[src/rtl/fetch_pc_gen_if.sv]
// Fetch PC generator bus: control inputs from the pipeline and the
// fetch request/address outputs towards instruction memory.
interface fetch_pc_gen_if #(
   parameter int XLEN    = 32,
   parameter int EPOCH_W = 2
);
   logic               enable;
   logic               redirect_valid;
   logic [XLEN-1:0]    redirect_pc;
   logic               trap_valid;
   logic [XLEN-1:0]    trap_vec;
   logic               pred_taken;
   logic [XLEN-1:0]    pred_target;
   logic               req_ready;
   logic               req_valid;
   logic [XLEN-1:0]    pc;
   logic [XLEN-1:0]    next_pc;
   logic [EPOCH_W-1:0] epoch;
   logic               misalign_err;

   // The PC generator drives the fetch request side.
   modport master (
      input  enable, redirect_valid, redirect_pc, trap_valid, trap_vec,
             pred_taken, pred_target, req_ready,
      output req_valid, pc, next_pc, epoch, misalign_err
   );

   // The pipeline / memory side that feeds the generator.
   modport slave (
      output enable, redirect_valid, redirect_pc, trap_valid, trap_vec,
             pred_taken, pred_target, req_ready,
      input  req_valid, pc, next_pc, epoch, misalign_err
   );
endinterface

[src/rtl/fetch_pc_gen.sv]
// Fetch PC generator: BOOT/RUN/ERR FSM selecting the next fetch address
// from trap, redirect, branch prediction or sequential increment, with a
// redirect epoch tag and misaligned-redirect error tracking.
module fetch_pc_gen #(
   parameter int              XLEN      = 32,
   parameter logic [XLEN-1:0] RESET_VEC = {XLEN{1'b0}},
   parameter int              STEP      = 4,
   parameter int              EPOCH_W   = 2
) (
   input logic              clk,
   input logic              reset,
   fetch_pc_gen_if.master   bus
);

   typedef enum logic [1:0] {
      ST_BOOT = 2'd0,
      ST_RUN  = 2'd1,
      ST_ERR  = 2'd2
   } state_t;

   state_t             r_state;
   state_t             w_state_nxt;
   logic [XLEN-1:0]    r_pc;
   logic [XLEN-1:0]    w_pc_nxt;
   logic [EPOCH_W-1:0] r_epoch;
   logic [EPOCH_W-1:0] w_epoch_nxt;
   logic               r_err;
   logic               w_err_nxt;
   logic               w_req_valid;
   logic               w_handshake;
   logic [XLEN-1:0]    w_next_pc;
   logic [EPOCH_W-1:0] w_epoch_inc;

   // Alignment check on the two low address bits; 2-byte steps only
   // require halfword alignment.
   function automatic logic f_misaligned(input logic [1:0] low_bits);
      logic res;
      if (STEP == 4) begin
         res = (low_bits != 2'b00);
      end else begin
         res = low_bits[0];
      end
      return res;
   endfunction

   assign w_next_pc   = r_pc + XLEN'(STEP);
   assign w_epoch_inc = r_epoch + EPOCH_W'(1);
   assign w_req_valid = (r_state == ST_RUN) && bus.enable;
   assign w_handshake = w_req_valid && bus.req_ready;

   // Next-state and next-PC selection, trap first, then redirect, then fetch.
   always_comb begin
      w_state_nxt = r_state;
      w_pc_nxt    = r_pc;
      w_epoch_nxt = r_epoch;
      w_err_nxt   = r_err;
      if (bus.trap_valid) begin
         // Traps are honoured in every state and recover from ERR.
         w_pc_nxt    = bus.trap_vec;
         w_epoch_nxt = w_epoch_inc;
         w_err_nxt   = 1'b0;
         w_state_nxt = ST_RUN;
      end else begin
         case (r_state)
            ST_BOOT: begin
               if (bus.enable) begin
                  w_state_nxt = ST_RUN;
               end else begin
                  w_state_nxt = ST_BOOT;
               end
            end
            ST_RUN: begin
               if (bus.redirect_valid) begin
                  if (f_misaligned(bus.redirect_pc[1:0])) begin
                     // Bad target: keep pc, flag it, stop fetching until a trap.
                     w_err_nxt   = 1'b1;
                     w_state_nxt = ST_ERR;
                  end else begin
                     w_pc_nxt    = bus.redirect_pc;
                     w_epoch_nxt = w_epoch_inc;
                  end
               end else if (w_handshake) begin
                  if (bus.pred_taken && !f_misaligned(bus.pred_target[1:0])) begin
                     w_pc_nxt = bus.pred_target;
                  end else begin
                     // A misaligned prediction is simply not trusted.
                     w_pc_nxt = w_next_pc;
                  end
               end else begin
                  w_pc_nxt = r_pc;
               end
            end
            ST_ERR: begin
               w_state_nxt = ST_ERR;
            end
            default: begin
               w_state_nxt = ST_BOOT;
            end
         endcase
      end
   end

   // State, PC, epoch and error registers with asynchronous reset.
   always_ff @(posedge clk or posedge reset) begin
      if (reset) begin
         r_state <= ST_BOOT;
         r_pc    <= RESET_VEC;
         r_epoch <= {EPOCH_W{1'b0}};
         r_err   <= 1'b0;
      end else begin
         r_state <= w_state_nxt;
         r_pc    <= w_pc_nxt;
         r_epoch <= w_epoch_nxt;
         r_err   <= w_err_nxt;
      end
   end

   assign bus.req_valid    = w_req_valid;
   assign bus.pc           = r_pc;
   assign bus.next_pc      = w_next_pc;
   assign bus.epoch        = r_epoch;
   assign bus.misalign_err = r_err;

endmodule

[src/flat_wrapper.sv]
// flat-port wrapper written by rule: the top's interface ports become plain ports
module fetch_pc_gen_flat 
#(
   parameter int              XLEN      = 32,
   parameter logic [XLEN-1:0] RESET_VEC = {XLEN{1'b0}},
   parameter int              STEP      = 4,
   parameter int              EPOCH_W   = 2
)
  (clk, reset, bus_enable, bus_redirect_valid, bus_redirect_pc, bus_trap_valid, bus_trap_vec, bus_pred_taken, bus_pred_target, bus_req_ready, bus_req_valid, bus_pc, bus_next_pc, bus_epoch, bus_misalign_err);
  fetch_pc_gen_if #(.XLEN(XLEN), .EPOCH_W(EPOCH_W)) bus_i ();
  input logic clk;
  input logic reset;
  input wire logic [$bits(bus_i.enable)-1:0] bus_enable;
  input wire logic [$bits(bus_i.redirect_valid)-1:0] bus_redirect_valid;
  input wire logic [$bits(bus_i.redirect_pc)-1:0] bus_redirect_pc;
  input wire logic [$bits(bus_i.trap_valid)-1:0] bus_trap_valid;
  input wire logic [$bits(bus_i.trap_vec)-1:0] bus_trap_vec;
  input wire logic [$bits(bus_i.pred_taken)-1:0] bus_pred_taken;
  input wire logic [$bits(bus_i.pred_target)-1:0] bus_pred_target;
  input wire logic [$bits(bus_i.req_ready)-1:0] bus_req_ready;
  output wire logic [$bits(bus_i.req_valid)-1:0] bus_req_valid;
  output wire logic [$bits(bus_i.pc)-1:0] bus_pc;
  output wire logic [$bits(bus_i.next_pc)-1:0] bus_next_pc;
  output wire logic [$bits(bus_i.epoch)-1:0] bus_epoch;
  output wire logic [$bits(bus_i.misalign_err)-1:0] bus_misalign_err;
  assign bus_i.enable = bus_enable;
  assign bus_i.redirect_valid = bus_redirect_valid;
  assign bus_i.redirect_pc = bus_redirect_pc;
  assign bus_i.trap_valid = bus_trap_valid;
  assign bus_i.trap_vec = bus_trap_vec;
  assign bus_i.pred_taken = bus_pred_taken;
  assign bus_i.pred_target = bus_pred_target;
  assign bus_i.req_ready = bus_req_ready;
  assign bus_req_valid = bus_i.req_valid;
  assign bus_pc = bus_i.pc;
  assign bus_next_pc = bus_i.next_pc;
  assign bus_epoch = bus_i.epoch;
  assign bus_misalign_err = bus_i.misalign_err;
  fetch_pc_gen #(.XLEN(XLEN), .RESET_VEC(RESET_VEC), .STEP(STEP), .EPOCH_W(EPOCH_W)) u_core (.clk(clk), .reset(reset), .bus(bus_i));
endmodule
[config.mk]
export PLATFORM = sky130hd
export DESIGN_NAME = fetch_pc_gen_flat
export DESIGN_NICKNAME = d
export VERILOG_FILES = /design/src/rtl/fetch_pc_gen_if.sv /design/src/rtl/fetch_pc_gen.sv /design/src/flat_wrapper.sv
export SDC_FILE = /design/constraint.sdc
export NUM_CORES = 1
export LEC_CHECK = 0
export CORE_ASPECT_RATIO = 1.4
export CORE_MARGIN = 5
export CORE_UTILIZATION = 36
export DETAILED_ROUTE_END_ITERATION = 16
export PLACE_DENSITY = 0.76
export SKIP_CTS_REPAIR_TIMING = 1
export SYNTH_ARGS = -nofsm -noshare
export SYNTH_HDL_FRONTEND = slang
export SYNTH_SLANG_ARGS = --single-unit
[constraint.sdc]
create_clock -name clk -period 2.55 [get_ports clk]
set_input_delay 0.3825 -clock clk [delete_from_list [all_inputs] [get_ports clk]]
set_output_delay 0.3825 -clock clk [all_outputs]
set_load 0.02 [all_outputs]
After elaboration in Yosys (flattened, before gate mapping)
Index checks and enable logic that the tools add are counted.
Storage, ports and cells
  memory bits (read-only): 0
  bits in registers: 37
  bits in writable memories: 0
  memories: 0
  output and inout bits: 68
  logic and storage cells: 53
  bits of input ports: 103
  bits in latches: 0
Operators by class
  mux-type cells: 26
  bitwise operators: 0
  add/sub/neg operators: 2
  multiply operators: 0
  shift-type cells: 0
  magnitude comparators: 0
  reductions and logical operators: 15
  divide/modulo/power cells: 0
  equality and inequality tests: 6
Operators with widths (number)
  32-bit two-way mux: 6
  32-bit by 3-bit adder with 32-bit output (second input constant): 1
  2-bit two-way mux: 7
  1-bit two-way mux: 12
  2-bit nonzero test: 5
  3-bit != test (second input constant): 3
  3-bit AND reduction: 3
  2-bit case mux with 3 select lines: 1
  1-bit logical AND: 3
  3-bit nonzero test: 1
  2-bit by 1-bit adder with 2-bit output (second input constant): 1
  2-bit by 1-bit == test with 1-bit output (second input constant): 1
  2-bit == test (second input constant): 1
  2-bit zero test: 1
  2-bit != test (second input constant): 1
  2-bit AND reduction: 1
  1-bit zero test: 1

Depth between registers and ports, before layout
  depth after elaboration: 14
  depth in mapped cells: 9
  gate-level depth less buffers: 7

Worst setup path before layout
OpenSTA, ideal clock, no wires.
  kind: register to output
  start point: reg u_core.r_pc[13], in the netlist u_core.bus.pc[13]
  end point: out bus_next_pc[28]
  cell stages (with the launch flop): 6
  setup slack: 0.207 ns
  data required time: 2.168 ns
  arrival: 1.961 ns
  path buffers: 1
  path through: dfrtp_1 buf_2 nand3_1 nor4_2 and3_1 xor2_1
On the way
  word-level cells in the longest chain between the ends: 1
RTL lines
  from (decl): line fetch_pc_gen.sv:23  | logic [XLEN-1:0] r_pc;
  from (signal assigned): line fetch_pc_gen.sv:112  | r_pc <= w_pc_nxt;
  32-bit by 3-bit adder with 32-bit output: line fetch_pc_gen.sv:46  | assign w_next_pc = r_pc + XLEN'(STEP);
  to (decl): line flat_wrapper.sv:23  | output wire logic [$bits(bus_i.next_pc)-1:0] bus_next_pc;
No other way between the ends.

Final worst setup path
  start point: reg u_core.r_pc[2], in the netlist u_core.bus.pc[2]
  end point: out bus_next_pc[30]
Same word-level chain as after synthesis.

==> run_results.csv <==
group,metric,value,unit
run_status,outcome,"finished clean",
yosys,synth_edf_count,0,
placed_design,dp_hpwl,10600,um
clocking,cts_buffers,5,
route,drt_pass1_iterations,4,
clocking,clockRootBuffer,"clkbuf_16",
setup_path,critPathLaunchType,"flip-flop",
timing,clock_skew,4.48,ps
yosys,yosysMostFrequentCell,"nand2_1",
route,first_iter_violations,218,
yosys,ys_types,55,
clocking,max-clock-path-buffers,2,
setup_path,path_buf_inv,2,
yosys,yosysSeqAreaShare,29.2,%
floorplan,die_y,121,um
yosys,synth-xor-area-share,8.28,%
setup_path,reg2reg_slack,390,ps
placed_design,finalWeightedCongestion,0.911,
timing,period_needed,2420,ps
yosys,synthAdderAreaFrac,1.18,%
floorplan,die_area,10800,um2
setup_path,cp.arrival,2040,ps
route,wl_per_cell,18.8,um
pwr,combinationalPowerShare,51.4,%
clocking,cts_tree,"built",
clocking,clock_latency,290,ps
yosys,async_flop_share,100,%
cells_and_area,final_cell_count_no_fill,713,
timing,hold_viol_final,0,
placed_design,placed_cells,705,
setup_path,crit_slowest_cell,"dfrtp_1",
timing,setup_violations,0,
setup_path,max_stage_delay,340,ps
setup_path,crit_required,2170,ps
yosys,synth-simple-area-share,28.6,%
timing,maxSlewHeadroom,62.8,%
pwr,clockPowerShare,22.1,%
yosys,synthFlopType,"dfrtp_1",
timing,hold_ws,376,ps
floorplan,rows,40,
yosys,synth_top_area_share,29.2,%
timing,slew_viol_final,0,
pwr,p_per_area,541,nW/um2
run,max_cap_violations,0,
cells_and_area,final_core_util,64.6,%
cells_and_area,fill_cells,769,
yosys,synth_area_leaders,"dfrtp_1, nand2_1, xnor2_1, nor2_1, a31oi_1",
route,drc,0,
global_route,grt_overflow,0,
global_route,grt_usage,24.1,%
yosys,synthTopCellsByCount,"nand2_1, nor2_1, dfrtp_1",
min_path,hold_path.class,"input pin to asynchronous set/reset pin",
global_route,antenna_found_initial,0,
setup_path,worstPathCellList,"ha_1 > nand4_1 > nor4_2 > buf_4 > nand3_1 > xnor2_1 > dlymetal6s2s_1",
floorplan,dieWidth,89.3,um
yosys,ys_seq_elements,37,
cells_and_area,multiInputGateArea,2130,um2
floorplan,floorplan.initialDensity,36.8,%
global_route,grt_pass1_vias,4025,
clocking,clkSinkCount,37,
global_route,grt_max_degree,26,
timing,fmax,0.413,GHz
cells_and_area,drive_above_1_share,13.7,%
pwr,pwr-share-seq,26.5,%
yosys,synth_top_family_by_area,"simple AND/OR/NAND/NOR gates",
cells_and_area,regArea,926,um2
pwr,power.leakage,2.47,nW
cells_and_area,areaGrowthSynthToFinish,75.3,%
yosys,synth_area,3170,um2
pwr,switching_power,1.13,mW
timing,period_share,94.9,%
cells_and_area,diodes,0,
timing,rsz0062_at_grt,"true",
route,antenna_left,0,
placed_design,portBuffers,170,
timing,tightest_slew,555,ps
yosys,synth.area.mux_share,3.83,%
pwr,swShare,37.6,%
setup_path,cp-end-kind,"output pin",
pwr,power,3.01,mW
pwr,p_int,1.88,mW
yosys,synth_compound_area_share,24.2,%
yosys,avgSynthCellArea,7.87,um2
setup_path,critPathMaxFanout,6,
cells_and_area,finalNetCount,713,
clocking,h-tree-depth,2,
yosys,synth_warnings,0,
yosys,syn-num-nets,509,
yosys,synth_top_area_cell,"dfrtp_1",
setup_path,crit_family,"simple AND/OR/NAND/NOR gates",
clocking,clk_pin_slew_worst_paths,60,ps
floorplan,coreArea,8610,um2
yosys,syn-instance-count,403,
global_route,grt_pass1_wl,20300,um
floorplan,ioPinCount,171,
route,totalWireLength,13400,um
pwr,peakVddDrop,0.294,mV
route,viasPerCell,5.60,
route,vias,3994,
setup_path,crit_type,"flip-flop to output pin",
[per-layer routing]
metal	global-route usage (%)	vias up	routed length, um	part of all wire [%]
met5	0	-	0	0
met4	8.57	0	221	1.7
met3	4.55	23	1050	7.8
met2	43.9	168	7310	55
met1	26.9	1896	4810	36
li1	-	1907	-	-
[state kept, by name, indices dropped and copies added, names as in the netlist]
name / cells
u_core.bus.epoch: 2
u_core.bus.misalign_err: 1
u_core.r_state: 2
u_core.bus.pc: 32
[kinds of logic after synthesis]
family | count (synthesis)
AND/OR/NAND/NOR | 173
multiplexers | 12
XOR/XNOR | 30
adder cells (fa/ha/maj) | 3
flip-flops | 37
buffers and inverters | 37
AO/OA/AOI/OAI | 111
[worst register-to-register path, cell delays in order, from the launching register on]
cell      delay [ps]
dfrtp_1          380
inv_1             80
ha_1             260
and4bb_2         350
nand2b_1         220
nand2_1          150
or4_1            530
nand4_1          110
[power groups by stage]
stage          registers, mW  logic (mW)  clock network (mW)
2_1_floorplan          0.959       0.576                   0
5_1_grt                0.812        1.65               0.700
3_3_place_gp           0.799        1.54                   0
6_report               0.796        1.55               0.666
3_5_place_dp           0.803        1.56                   0
4_1_cts                0.794        1.57               0.674
[final timing paths]
| kind | cells after the start | end | from |
|---|---|---|---|
| setup / recovery | 7 | bus_next_pc[30] | u_core.bus.pc[2] |
| hold / removal | 2 | u_core.bus.epoch[0] | reset |
| setup reg to reg | 7 | u_core.bus.pc[31] | u_core.r_state[1] |
| hold reg to reg | 1 | u_core.bus.epoch[1] | u_core.bus.epoch[1] |
| max in group asynchronous | 3 | u_core.bus.pc[10] | reset |
| min in group clk | 1 | u_core.bus.epoch[1] | u_core.bus.epoch[1] |
[area by class of cell]
type,count,share of cell area [%]
Sequential cell,37,16.6
Clock inverter,1,0.0900
Tap cell,105,2.36
Inverter,8,0.540
Timing Repair Buffer,226,39.4
Multi-Input combinational cell,329,38.2
Clock buffer,7,2.74
[metrics by stage]
| step | setup WS, ps | instance area [um2] | TNS [ps] |
|---|---|---|---|
| after floorplan | 207 | 3170 | 0 |
| final | 130 | 5560 | 0 |
| after global placement | 102 | 5340 | 0 |
| after detailed placement | 74.8 | 5340 | 0 |
| after global routing | -9.30 | 5560 | -9.30 |
| after CTS | -264 | 5490 | -3100 |
[placed cells by master (no fill, tap or decap), types with 3 or more instances in the layout]
| cell type | count |
|---|---|
| and2_1 | 3 |
| nor3_1 | 11 |
| a31oi_1 | 18 |
| dfrtp_1 | 37 |
| and3_1 | 12 |
| nand2_1 | 49 |
| o211ai_1 | 4 |
| inv_1 | 7 |
| nand3_1 | 18 |
| buf_4 | 54 |
| a22o_1 | 4 |
| nand4_1 | 12 |
| nor4_2 | 3 |
| nor2_1 | 38 |
| clkdlybuf4s50_1 | 144 |
| o21ai_0 | 21 |
| nor2b_1 | 6 |
| dlymetal6s2s_1 | 23 |
| a211oi_1 | 6 |
| o22a_1 | 3 |
| o221ai_1 | 7 |
| xor2_1 | 9 |
| a22oi_1 | 6 |
| mux2i_1 | 11 |
| xnor2_1 | 21 |
| a311o_1 | 3 |
| o2bb2ai_1 | 7 |
| ha_1 | 3 |
| o21a_1 | 3 |
| clkbuf_16 | 5 |
| a21oi_1 | 15 |
No activity file was read; power rests on OpenSTA's default activity.
==> edit 1 (config.mk and constraints unchanged) <==
`EPOCH_W` is set to 2 in 3 places; all go to 4.
--- a/src/rtl/fetch_pc_gen_if.sv
+++ b/src/rtl/fetch_pc_gen_if.sv
@@ -2,7 +2,7 @@
 // fetch request/address outputs towards instruction memory.
 interface fetch_pc_gen_if #(
    parameter int XLEN    = 32,
-   parameter int EPOCH_W = 2
+   parameter int EPOCH_W = 4
 );
    logic               enable;
    logic               redirect_valid;
--- a/src/rtl/fetch_pc_gen.sv
+++ b/src/rtl/fetch_pc_gen.sv
@@ -5,7 +5,7 @@
    parameter int              XLEN      = 32,
    parameter logic [XLEN-1:0] RESET_VEC = {XLEN{1'b0}},
    parameter int              STEP      = 4,
-   parameter int              EPOCH_W   = 2
+   parameter int              EPOCH_W   = 4
 ) (
    input logic              clk,
    input logic              reset,
--- a/src/flat_wrapper.sv
+++ b/src/flat_wrapper.sv
@@ -4,7 +4,7 @@
    parameter int              XLEN      = 32,
    parameter logic [XLEN-1:0] RESET_VEC = {XLEN{1'b0}},
    parameter int              STEP      = 4,
-   parameter int              EPOCH_W   = 2
+   parameter int              EPOCH_W   = 4
 )
   (clk, reset, bus_enable, bus_redirect_valid, bus_redirect_pc, bus_trap_valid, bus_trap_vec, bus_pred_taken, bus_pred_target, bus_req_ready, bus_req_valid, bus_pc, bus_next_pc, bus_epoch, bus_misalign_err);
   fetch_pc_gen_if #(.XLEN(XLEN), .EPOCH_W(EPOCH_W)) bus_i ();
Interface: changed (resized bus_epoch); port bits go from 171 to 173. The function was not compared with the original's and may differ.
==> edit 1 against the original RTL <==
The flow now finishes with violations (setup timing); sequential cell count increased by 2; global-route usage is 0.78 points higher; wire length hardly changed; total power up 5.4%; count of clock-buffer cells in the layout is 1 lower; design area increased by 1.3%; area after synthesis shrank 4.1%; via count rose by 0.38%; critical path depth rose by 1; synthesized cell count fell by 7.7%; non-clock buffer count grew 28; worst setup slack got worse by 0.23 ns; first-iteration DRC count is 3.2% lower; critical path type unchanged; highest routed layer unchanged.
==> edit 1: results <==
{
  "grt_max_degree": 28,
  "failed_checks": "setup timing",
  "io_buffers": 172,
  "firstDrtPassIters": 5,
  "swShare_pct": 38.15,
  "critPathArrivalTime_ns": 2.27,
  "rr_endpoint": "u_core.bus.pc[28]$_DFFE_PP0P_",
  "dr.first_iter.drc_count": 211,
  "dp_hpwl_um": 10560,
  "p_leak_nw": 2.484,
  "routed_wl_um": 13390,
  "status": "finished with violations",
  "track_usage_pct": 24.84,
  "setup_ws_ns": -0.1034,
  "synth_cell_types": 58,
  "cp_slowest_cell": "or3_4",
  "timing.rr.start": "u_core.bus.pc[11]$_DFFE_PP0P_",
  "path_max_fanout": 5,
  "grt_pass1_wl_um": 20520,
  "synth_commonest_cells": "nor2_1, dfrtp_1, o21ai_0",
  "synth_nets": 479,
  "synth-seq-area-share_pct": 32.10,
  "ff2ff_setup_slack_ns": 0.16,
  "slew_headroom_pct": 63.84,
  "drive_above_1_share_pct": 22.04,
  "hold_ws_ns": 0.3625,
  "ir_drop_uv": 415.5,
  "synthTopCellsByArea": "dfrtp_1, nor2_1, a221oi_1",
  "setup_viol": 2,
  "fin_nets": 714,
  "p_comb_share_pct": 53.5
}
edit 1: changes by cell type after synthesis, moves of 7 or more:
cell	delta
inv_1	+7
a221o_1	+8
xnor2_1	-7
a31oi_1	-13
nand2_1	-23
o21ai_0	+7
a221oi_1	+15
edit 1: power groups by stage:
stage	Combinational, W	Sequential [W]	Clock, W
2_1_floorplan	0.000592	0.00105	0
3_3_place_gp	0.00168	0.000857	0
3_5_place_dp	0.00170	0.000869	0
4_1_cts	0.00171	0.000859	0.000616
5_1_grt	0.00181	0.000880	0.000650
6_report	0.00170	0.000861	0.000615
edit 1: critical path, delay by kind of cell, from the launching register on:
family	cells	cell delay, ns
XOR/XNOR	1	0.14
flip-flops	1	0.38
AND/OR/NAND/NOR	3	0.86
buffers and inverters	4	0.61
edit 1: final cells by class:
| class | instances | area (um^2) |
|---|---|---|
| Fill cell | 698 | 2566 |
| Timing Repair Buffer | 254 | 2311 |
| Multi-Input combinational cell | 292 | 2018 |
| Sequential cell | 39 | 977.2 |
| Clock buffer | 6 | 128.9 |
| Tap cell | 102 | 127.6 |
| Inverter | 15 | 56.30 |
| Clock inverter | 2 | 12.51 |
edit 1: logic make-up after synthesis:
| logic type | count (synthesis) | synth area share, % |
|---|---|---|
| muxes | 7 | 2.346 |
| buffers and inverters | 41 | 5.350 |
| AOI/OAI and AO/OA | 118 | 27.98 |
| adders and majority gates | 4 | 1.646 |
| xor gates and xnor gates | 29 | 8.354 |
| DFF | 39 | 32.10 |
| and+or+nand+nor | 134 | 22.22 |
edit 1: worst max-delay path by stage:
stage                     slack [ns]                           from  cells past startpoint         endpoint
final                          -0.10   u_core.bus.pc[2]$_DFFE_PP0P_                      8  bus_next_pc[31]
after global routing           -0.21   u_core.bus.pc[2]$_DFFE_PP0P_                      8  bus_next_pc[31]
after detailed placement       -0.31   u_core.bus.pc[2]$_DFFE_PP0P_                      6  bus_next_pc[24]
after floorplan                -0.03   u_core.bus.pc[2]$_DFFE_PP0P_                      6  bus_next_pc[24]
after CTS                      -0.62   u_core.bus.pc[2]$_DFFE_PP0P_                      6  bus_next_pc[24]
after global placement         -0.23  u_core.bus.pc[10]$_DFFE_PP0P_                      5  bus_next_pc[24]
edit 1: per-layer routing:
layer	track usage, %	share of wire (%)
met5	0	0
met4	8.349	2.9
met3	4.802	5.9
met2	45.57	54
met1	27.85	37
edit 1: through the flow:
stage | cell area (um^2) | instances | TNS, ns | setup WS (ns) | util, %
after floorplan | 3068 | 372 | -0.03361 | -0.03361 | -
after global placement | 5388 | 696 | -1.145 | -0.2316 | 65.72
after detailed placement | 5388 | 696 | -1.405 | -0.3053 | 65.72
after CTS | 5529 | 704 | -7.045 | -0.6190 | 67.45
after global routing | 5632 | 710 | -0.5882 | -0.2089 | 68.70
final | 5632 | 710 | -0.2044 | -0.1034 | 68.70
==> edit 2 (same settings) <==
Without the edit above. Make the reset (`reset`) synchronous in one clocked block. Comments in the files are not updated.
--- a/src/rtl/fetch_pc_gen.sv
+++ b/src/rtl/fetch_pc_gen.sv
@@ -101,7 +101,7 @@
    end
 
    // State, PC, epoch and error registers with asynchronous reset.
-   always_ff @(posedge clk or posedge reset) begin
+   always_ff @(posedge clk) begin
       if (reset) begin
          r_state <= ST_BOOT;
          r_pc    <= RESET_VEC;
Behaviour: differs if reset is asserted again (counterexample within 4 cycles, from zero or initial values and one cycle with reset high); with reset held inactive, the same outputs for 10 cycles.
==> edit 2 against the original RTL <==
Sequential power decreased by 15%; sequential cell count unchanged; wire length decreased by 0.66%; total power decreased by 27%; design area decreased by 1.2%; highest routed layer unchanged; clock skew increased by 0.00088 ns; area after synthesis decreased by 0.55%; worst setup slack got worse by 0.042 ns.
==> edit 2: results <==
{
  "path_clk_slew_ns": 0.06,
  "power_switching_w": 0.0007064,
  "path_max_fanout": 6,
  "routed_wl_um": 13300,
  "antenna_cells": 0,
  "setup_viol": 0,
  "syn_avg_cell_area_um2": 7.302,
  "synth_nets": 539,
  "io_buffers": 170,
  "synth_cell_types": 67,
  "grt_pass1_wl_um": 20330,
  "cts_inserted_buffers": 5,
  "dp_hpwl_um": 10470,
  "drive_above_1_share_pct": 16.19,
  "place_inst": 727,
  "p_leak_nw": 2.395,
  "slowest_delay_ns": 0.46,
  "track_usage_pct": 23.71,
  "gp_congestion": 0.8797,
  "critPathArrivalTime_ns": 2.08,
  "synth-edff-count": 0,
  "largest_register_ffs": 32,
  "synthTopCellsByArea": "dfxtp_1, nand2_1, a21oi_1",
  "htreeDepth": 2,
  "grt_pass1_vias": 4127,
  "multiInputGateArea_um2": 2218,
  "min-delay-start": "bus_redirect_valid",
  "timing.rr.start": "u_core.r_state[1]$_SDFFE_PP0P_",
  "grt_max_degree": 41,
  "fin_nets": 736,
  "async_flop_share_pct": 0,
  "antenna_found_initial": 0,
  "vias_per_cell": 5.669,
  "ys_warn_count": 0,
  "cts_root_buffer": "clkbuf_16",
  "ir_drop_uv": 260.7,
  "slew_headroom_pct": 59.63,
  "wl_per_cell_um": 18.10,
  "finalClockSkew_ns": 0.005360,
  "firstDrtPassIters": 7,
  "fillCellCount": 737,
  "synth-seq-area-share_pct": 23.48,
  "hp-class": "in -> reg",
  "dp_slack_ns": 0.001438,
  "placed_cell_area_um2": 5271,
  "status": "complete, no violations",
  "dr.first_iter.drc_count": 292,
  "clkLatencyLatePin_ns": 0.28,
  "synth_commonest_cells": "nand2_1, nor2_1, dfxtp_1",
  "cp_slowest_cell": "or3_1",
  "clockBufferDepth": 2,
  "critPathLaunch": "u_core.bus.pc[21]$_SDFFE_PP0P_"
}
## edit 2: critical path, delay by kind of cell (launching register included)
family                 cells  cell delay (ns)
buffers and inverters      1             0.21
AO/OA/AOI/OAI              1             0.19
flip-flops                 1             0.33
AND/OR/NAND/NOR            3             1.08
## edit 2: logic make-up (layout without fill, tap and decap cells)
logic type      Yosys count  after routing  share of synthesized area [%]
buf+inv                  48            246                          7.299
xor+xnor                 24             24                          6.664
simple gates            190            190                          31.69
mux                       3              3                         0.9520
flops                    37             37                          23.48
fa+ha+maj                 4              4                          1.587
compound gates          126            126                          28.32
## edit 2: cell type report
class	instances	share of cell area (%)
clock buffers	7	2.778
multi-input cells	347	40.38
inverters	9	0.6149
flip-flops and latches	37	13.57
clock inverters	1	0.09110
well taps	105	2.391
repair buffers	229	40.17
## edit 2: routing by layer
metal | GRT usage [%] | wire length [um] | vias to the layer above
li1 | - | - | 1989
met1 | 26.93 | 5012 | 1968
met2 | 43.27 | 6974 | 181
met3 | 4.294 | 1016 | 29
met4 | 7.635 | 299 | 0
met5 | 0 | 0 | -
## edit 2: worst paths after layout
| kind | cells after the start | end | slack (ns) |
|---|---|---|---|
| hold / removal | 3 | u_core.bus.misalign_err$_SDFFE_PP0P_ | 0.50 |
| hold reg to reg | 2 | u_core.bus.epoch[1]$_SDFFE_PP0P_ | 0.53 |
| setup reg to reg | 9 | u_core.bus.pc[15]$_SDFFE_PP0P_ | 0.35 |
| setup / recovery | 5 | bus_next_pc[22] | 0.09 |
## edit 2: power by group through the flow
stage	Clock [W]	Combinational, W	Sequential (W)
2_1_floorplan	0	0.000339	0.000744
3_3_place_gp	0	0.000863	0.000684
3_5_place_dp	0	0.000873	0.000687
4_1_cts	0.000658	0.000877	0.000675
5_1_grt	0.000691	0.000928	0.000686
6_report	0.000658	0.000870	0.000679
